`src/rtl/pipelined_alu_pkg.sv`:
```
// Shared types for the pipelined ALU: op encodings, flag bit positions, S1 control bundle.
package pipelined_alu_pkg;

    typedef enum logic [2:0] {
        OP_ADD   = 3'd0,
        OP_SUB   = 3'd1,
        OP_AND   = 3'd2,
        OP_OR    = 3'd3,
        OP_XOR   = 3'd4,
        OP_PASSB = 3'd5,
        OP_NOTA  = 3'd6,
        OP_RSVD  = 3'd7
    } alu_op_t;

    localparam int FLAG_C = 3;
    localparam int FLAG_V = 2;
    localparam int FLAG_N = 1;
    localparam int FLAG_Z = 0;

    typedef struct packed {
        alu_op_t op;
        logic    ci;
    } s1_ctl_t;

endpackage

```
`src/rtl/pipelined_alu_core.sv`:
```
// Combinational ALU datapath between S1 and S2; produces result and {C,V,N,Z}.
module alu_core
    import pipelined_alu_pkg::*;
#(
    parameter int WIDTH = 8
) (
    input  alu_op_t          op,
    input  logic [WIDTH-1:0] a,
    input  logic [WIDTH-1:0] b,
    input  logic             ci,
    output logic [WIDTH-1:0] res,
    output logic [3:0]       flags
);

    logic [WIDTH-1:0] b_eff;
    logic [WIDTH:0]   sum;
    logic             arith;

    always_comb begin
        b_eff = (op == OP_SUB) ? ~b : b;
        sum   = {1'b0, a} + {1'b0, b_eff} + {{WIDTH{1'b0}}, ci};
        arith = (op == OP_ADD) || (op == OP_SUB);

        res = '0;
        case (op)
            OP_ADD, OP_SUB: res = sum[WIDTH-1:0];
            OP_AND:         res = a & b;
            OP_OR:          res = a | b;
            OP_XOR:         res = a ^ b;
            OP_PASSB:       res = b;
            OP_NOTA:        res = ~a;
            default:        res = '0;
        endcase

        // The reserved code reports all-zero flags, including Z.
        flags = '0;
        if (op != OP_RSVD) begin
            flags[FLAG_C] = arith && sum[WIDTH];
            flags[FLAG_V] = arith && (a[WIDTH-1] == b_eff[WIDTH-1]) && (sum[WIDTH-1] != a[WIDTH-1]);
            flags[FLAG_N] = res[WIDTH-1];
            flags[FLAG_Z] = (res == '0);
        end
    end

endmodule

```
`src/rtl/pipelined_alu.sv`:
```
// Two-stage valid/ready ALU pipeline. Define PIPELINED_ALU_ACC_EN to add the
// result accumulator and its acc_sel/acc_clr inputs.
module pipelined_alu
    import pipelined_alu_pkg::*;
#(
    parameter int WIDTH = 8
) (
    input  logic             clk,
    input  logic             rst_n,
    input  logic             in_valid,
    output logic             in_ready,
    input  logic [2:0]       op,
    input  logic [WIDTH-1:0] op_a,
    input  logic [WIDTH-1:0] op_b,
    input  logic             ci,
`ifdef PIPELINED_ALU_ACC_EN
    input  logic             acc_sel,
    input  logic             acc_clr,
`endif
    output logic             out_valid,
    input  logic             out_ready,
    output logic [WIDTH-1:0] res,
    output logic [3:0]       flags
);

    logic             s2_adv;
    logic             s1_valid_q, s1_valid_d;
    logic [WIDTH-1:0] s1_a_q, s1_a_d;
    logic [WIDTH-1:0] s1_b_q, s1_b_d;
    s1_ctl_t          s1_ctl_q, s1_ctl_d;
    logic             out_valid_q, out_valid_d;
    logic [WIDTH-1:0] res_q, res_d;
    logic [3:0]       flags_q, flags_d;
    logic [WIDTH-1:0] core_a, core_res;
    logic [3:0]       core_flags;
`ifdef PIPELINED_ALU_ACC_EN
    logic             s1_acc_sel_q, s1_acc_sel_d;
    logic [WIDTH-1:0] acc_q, acc_d;
`endif

    alu_core #(.WIDTH(WIDTH)) u_core (
        .op    (s1_ctl_q.op),
        .a     (core_a),
        .b     (s1_b_q),
        .ci    (s1_ctl_q.ci),
        .res   (core_res),
        .flags (core_flags)
    );

    always_comb begin
        s2_adv   = !out_valid_q || out_ready;
        in_ready = !s1_valid_q || s2_adv;

        s1_valid_d = s1_valid_q;
        s1_a_d     = s1_a_q;
        s1_b_d     = s1_b_q;
        s1_ctl_d   = s1_ctl_q;
`ifdef PIPELINED_ALU_ACC_EN
        s1_acc_sel_d = s1_acc_sel_q;
`endif
        if (in_ready) begin
            s1_valid_d = in_valid;
            if (in_valid) begin
                s1_a_d      = op_a;
                s1_b_d      = op_b;
                s1_ctl_d.op = alu_op_t'(op);
                s1_ctl_d.ci = ci;
`ifdef PIPELINED_ALU_ACC_EN
                s1_acc_sel_d = acc_sel;
`endif
            end
        end

        // Operand A is resolved in S1, after the previous op has already updated acc_q.
`ifdef PIPELINED_ALU_ACC_EN
        core_a = s1_acc_sel_q ? acc_q : s1_a_q;
`else
        core_a = s1_a_q;
`endif

        out_valid_d = out_valid_q;
        res_d       = res_q;
        flags_d     = flags_q;
        if (s2_adv) begin
            out_valid_d = s1_valid_q;
            if (s1_valid_q) begin
                res_d   = core_res;
                flags_d = core_flags;
            end
        end

`ifdef PIPELINED_ALU_ACC_EN
        acc_d = acc_q;
        if (acc_clr)
            acc_d = '0;
        else if (s2_adv && s1_valid_q)
            acc_d = core_res;
`endif
    end

    always_ff @(posedge clk) begin
        if (!rst_n) begin
            s1_valid_q  <= 1'b0;
            s1_a_q      <= '0;
            s1_b_q      <= '0;
            s1_ctl_q    <= '0;
            out_valid_q <= 1'b0;
            res_q       <= '0;
            flags_q     <= '0;
`ifdef PIPELINED_ALU_ACC_EN
            s1_acc_sel_q <= 1'b0;
            acc_q        <= '0;
`endif
        end else begin
            s1_valid_q  <= s1_valid_d;
            s1_a_q      <= s1_a_d;
            s1_b_q      <= s1_b_d;
            s1_ctl_q    <= s1_ctl_d;
            out_valid_q <= out_valid_d;
            res_q       <= res_d;
            flags_q     <= flags_d;
`ifdef PIPELINED_ALU_ACC_EN
            s1_acc_sel_q <= s1_acc_sel_d;
            acc_q        <= acc_d;
`endif
        end
    end

    assign out_valid = out_valid_q;
    assign res       = res_q;
    assign flags     = flags_q;

endmodule

```
`config.mk`:
```
export PLATFORM = sky130hd
export DESIGN_NAME = pipelined_alu
export DESIGN_NICKNAME = d
export VERILOG_FILES = /design/src/rtl/pipelined_alu_pkg.sv /design/src/rtl/pipelined_alu_core.sv /design/src/rtl/pipelined_alu.sv
export SDC_FILE = /design/constraint.sdc
export NUM_CORES = 1
export LEC_CHECK = 0
export ABC_AREA = 0
export BUFFER_PORTS_ARGS = -buffer_cell sky130_fd_sc_hd__buf_2
export CAP_MARGIN = 20
export CORE_ASPECT_RATIO = 1.75
export CORE_MARGIN = 8
export CORE_UTILIZATION = 28
export CTS_BUF_LIST = sky130_fd_sc_hd__clkbuf_8
export CTS_CLUSTER_DIAMETER = 200
export DETAILED_ROUTE_END_ITERATION = 12
export PLACE_DENSITY_LB_ADDON = 0.1
export SLEW_MARGIN = 0
export SYNTH_ARGS = -nofsm -noshare
export SYNTH_HDL_FRONTEND = slang
export SYNTH_SLANG_ARGS = --single-unit
```
`constraint.sdc`:
```
create_clock -name clk -period 4.6 [get_ports clk]
set_input_delay 0.23 -clock clk [delete_from_list [all_inputs] [get_ports clk]]
set_output_delay 0.23 -clock clk [all_outputs]
set_load 0.1 [all_outputs]
```
After elaboration in Yosys (flattened, before gate mapping)
Index checks and enable logic that the tools add are counted.
{ "op_classes": {"add_sub_neg": 2, "n_eq_ne": 9, "muxes": 3, "bitwise_logic": 5, "reduce_logical": 13} }
{ "op_table": {"columns": ["cell", "count"], "rows": [
  ["8-bit one-hot mux with 6 select lines", 1],
  ["8-bit NOT", 2],
  ["8-bit by 8-bit adder with 9-bit output", 1],
  ["9-bit by 1-bit adder with 9-bit output", 1],
  ["3-bit == test (second input constant)", 3],
  ["8-bit bitwise AND", 1],
  ["8-bit logical NOT", 1],
  ["8-bit two-way mux", 1],
  ["8-bit bitwise OR", 1],
  ["8-bit bitwise XOR", 1],
  ["3-bit by 2-bit == test with 1-bit output (second input constant)", 2],
  ["4-bit two-way mux", 1],
  ["2-bit AND reduction", 2],
  ["3-bit by 1-bit == test with 1-bit output (second input constant)", 1],
  ["1-bit logical AND", 3],
  ["3-bit logical NOT", 1],
  ["1-bit logical OR", 3],
  ["3-bit != test (second input constant)", 1],
  ["1-bit logical NOT", 2],
  ["2-bit OR reduction", 1],
  ["1-bit == test", 1],
  ["1-bit != test", 1]
]} }
{ "totals": {"register_bits": 34, "inputBits": 24, "out_inout_bits": 14, "word_cells": 40} }

Longest topological paths before layout
{ "depth": {"depth_word": 7, "mapped_depth": 14, "ltp_nobuf": 12} }

Hierarchy
From an unflattened synthesis, not the netlist that was laid out.
{ "unflattened": {"hier_cells": 309, "area_unflattened_um2": 2533.7} }
{ "by_module_without_submodules": {"columns": ["mod", "n_inst", "cells_each", "area_each_um2", "seq_area_each_um2"], "rows": [
  ["pipelined_alu", 1, 150, 1372.6, 680.7],
  ["alu_core", 1, 159, 1161.1, 0.0]
]} }

Least setup slack after synthesis
OpenSTA, ideal clock, no wires.
{ "synth_timing": {"path_kind": "register -> register", "startpoint": "register s1_ctl_q[2] (netlist name)", "endpoint": "register flags_q[0] (netlist: flags[0])", "setup_time_ns": 0.084, "arrival_time_ns": 3.315, "required_ns": 4.516, "path_slack_ns": 1.201, "stages_incl_launch_ff": 15, "path_buffers": 2, "period_less_slack_ns": 3.399, "cell_sequence": "dfxtp_1 -> buf_6 -> nor2b_1 -> nor2b_1 -> clkbuf_1 -> xnor2_1 -> fa_1 -> inv_1 -> fa_1 -> a21o_1 -> a21oi_2 -> xnor2_1 -> a221o_1 -> or4_1 -> o31ai_2"} }
{ "synth_via": {"elab_chain_len": 7, "word_cells_on_any_way": 15, "classes_between": "2 x add/sub; 7 x eq/ne; 3 x mux; 3 x reduce/logical"} }
{ "synth_lines": {"columns": ["element", "line_no", "source"], "rows": [
  ["start, declared", "pipelined_alu.sv:30", "s1_ctl_t s1_ctl_q, s1_ctl_d;"],
  ["start signal, assigned", "pipelined_alu.sv:118", "s1_ctl_q <= s1_ctl_d;"],
  ["3-bit by 1-bit == test with 1-bit output", "pipelined_alu_core.sv:20, pipelined_alu_core.sv:25", null],
  ["8-bit two-way mux", "pipelined_alu_core.sv:20", "b_eff = (op == OP_SUB) ? ~b : b;"],
  ["8-bit by 8-bit adder with 9-bit output", "pipelined_alu_core.sv:21", "sum = {1'b0, a} + {1'b0, b_eff} + {{WIDTH{1'b0}}, ci};"],
  ["9-bit by 1-bit adder with 9-bit output", "pipelined_alu_core.sv:21", null],
  ["8-bit one-hot mux with 6 select lines", "pipelined_alu_core.sv:25", "case (op)"],
  ["8-bit logical NOT", "pipelined_alu_core.sv:41", "flags[FLAG_Z] = (res == '0);"],
  ["4-bit two-way mux (*)", "pipelined_alu_core.sv:37", "if (op != OP_RSVD) begin"],
  ["end signal, assigned", "pipelined_alu.sv:121", "flags_q <= flags_d;"],
  ["end, declared", "pipelined_alu.sv:33", "logic [3:0] flags_q, flags_d;"]
]} }
Mark *: on every way between the ends. The rest lies on a longest branch, timed or not.
A chain may end at the register's enable or synchronous reset.

Worst setup path in the final report
{ "layout_timing": {"startpoint": "register s1_ctl_q[1] (netlist name)", "endpoint": "register flags_q[0] (netlist: flags[0])"} }
Same word-level chain as after synthesis.

==> flow_metrics.tcl <==
set metrics [dict create \
    setup_violations 0 \
    die_w_um 85.78 \
    antenna_found_initial 0 \
    finalPower_uw 801.0 \
    hp-class "primary input to register" \
    worstSetupPathType "register to register" \
    io_pins 38 \
    synth.largest_area_cell "dfxtp_1" \
    grt_pass1_wl_mm 11.12 \
    worst_pin_slew_ns 0.8262 \
    grt_use_total_pct 12.08 \
    post-cts-setup-buffers 0 \
    ys_seq_area_share_pct 28.53 \
    antenna_left 0 \
    io_buffers 37 \
    tritoncts.num_buffers 5 \
    setup_ws_ns 1.377 \
    synth_fa_ha_area_share_pct 13.74 \
    antenna_cells 0 \
    drt_first_pass_iters 4 \
    cts-htree-levels 2 \
    syn_area_um2 2386 \
    yosysWarningCount 0 \
    cts_hold_buf 0 \
    fillers 932 \
    fin_cells 449 \
    required_ns 4.82 \
    drcViolationCount 0 \
    cellPowerDensity_nw_per_um2 291.4 \
    crit_path_max_fanout 4 \
    synth-seq-cells 34 \
    cts_resized 0 \
    tritoncts "yes" \
    synthTopCellsByCount "nand2_1, a21oi_1, dfxtp_1" \
    post-route-min-period_ns 3.223 \
    place_congestion 0.8688 \
    hpwl_mm 5.150 \
    place_inst 440 \
    slew_violations 0 \
    post_drt_wl_per_cell_um 15.26 \
    die_y_um 138.1 \
    grt_max_degree 34 \
    fin_crit_sh_pct 70.06 \
    seq_area_um2 680.7 \
    syn_inst 302 \
    viasPerCell 4.724 \
    synth_edf_count 0 \
    start_util_pct 28.70 \
    cap_violations 0 \
    drive_gt1_share_pct 17.66 \
    holdWs_ns 0.1644 \
    clk_latency_ns 0.29 \
    nNetsFinal 382 \
    coreArea_um2 8313 \
    synth.area.mux_share_pct 5.244 \
    async_flop_share_pct 0 \
    fp.dieArea_um2 11850 \
    ir_drop_uv 104.9 \
    wl_mm 6.852 \
    outcome "finished clean" \
    clock-root-buffer "clkbuf_8" \
    grt_pass1_vias 2202 \
    multiInputGateArea_um2 1524 \
    synthFlopType "dfxtp_1" \
    final_util_pct 33.07 \
    fin_area_um2 2749 \
    drt_iter0_drc 100 \
    crit_arrival_ns 3.44 \
    grt.overflow.total 0 \
    setup_tns_ns 0 \
    synth_area_leaders "dfxtp_1, ha_1, nand2_1, a21oi_1, xnor2_1" \
    dp_slack_ns 1.368 \
    synth_most_common_cell "nand2_1" \
    synth_top_family_by_area "simple AND/OR/NAND/NOR gates" \
    start_kind "register" \
    leakagePower_nw 1.195 \
    cts_sinks 34 \
    synth-compound-area-share_pct 20.40 \
    setup.worst_path.end_class "register" \
    synth_cell_types 47 \
    max_slew_margin_pct 44.92 \
    synth_fp_nets 351 \
    hold_viol_final 0 \
    synth_top_cell_area_share_pct 28.53 \
    postPlaceCellArea_um2 2643 \
    avgSynthCellArea_um2 7.901 \
    synth_xor_area_share_pct 4.038 \
    fin_skew_ns 0.001654 \
    vias 2121 \
    fmax_mhz 310.3 \
    clockBufferDepth 2 \
    post_synth_and_or_nand_nor_area_fraction_pct 20.45 \
    clk_pin_slew_ns 0.07 \
    rsz0062_at_grt "no" \
    rows 44 \
    area_growth_pct 15.21 \
]
cell type report:
class	count	share of cell area [%]
multi-input cells	229	55.44
flip-flops and latches	34	24.76
well taps	115	5.234
clock inverters	2	0.3186
inverters	21	2.868
repair buffers	42	8.375
clock buffers	6	3.004
state kept, by name (all words and copies together) (netlist names):
name	flops
s1_b_q	8
s1_valid_q	1
flags	4
out_valid	1
res	8
core_a	8
s1_ctl_q	4
layout by cell type, fill, tap and decap left out, types with 3 or more instances in the layout:
cell / count
o21ai_0: 7
a22oi_1: 3
nor2_1: 20
ha_1: 23
a311oi_1: 3
buf_4: 4
buf_2: 37
a221oi_1: 4
dfxtp_1: 34
xnor2_1: 11
inv_1: 22
o211a_1: 3
nand2b_1: 8
a21oi_1: 35
nand2_1: 56
nor2b_1: 7
mux2i_1: 8
nand3_1: 3
clkbuf_8: 6
per-layer routing:
| layer | track usage (%) | wire (um) | up-vias |
|---|---|---|---|
| li1 | - | - | 1088 |
| met1 | 12.55 | 2777 | 1005 |
| met2 | 22.60 | 3803 | 22 |
| met3 | 1.662 | 129 | 6 |
| met4 | 5.855 | 142 | 0 |
| met5 | 0 | 0 | - |
worst max-delay path, cell delays in order, from the launching register on:
cell and delay, ns:
dfxtp_1 0.33, nor2b_1 0.25, nor2b_1 0.23, xnor2_1 0.16, fa_1 0.22, inv_1 0.05
fa_1 0.41, a21o_1 0.21, a21oi_2 0.15, xnor2_1 0.08, a221o_1 0.32, or4_1 0.54
o31ai_2 0.21
power breakdown:
group / internal [mW] / switching [mW]
registers: 0.311 / 0.0151
logic: 0.0833 / 0.157
clock network: 0.119 / 0.116
final timing paths:
kind | from | end | depth (start not counted) | slack, ns
setup / recovery | s1_ctl_q[1] | flags[0] | 12 | 1.38
setup reg to reg | s1_ctl_q[1] | flags[0] | 12 | 1.38
hold / removal | op_b[6] | s1_b_q[6] | 3 | 0.16
hold reg to reg | s1_ctl_q[0] | s1_ctl_q[0] | 2 | 0.47
logic make-up after synthesis:
logic type      count (synthesis)
fa+ha+maj                      25
mux                            12
buf+inv                        39
xor+xnor                       11
compound gates                 73
simple gates                  108
flops                          34
Power figures use the tool's default switching activity.
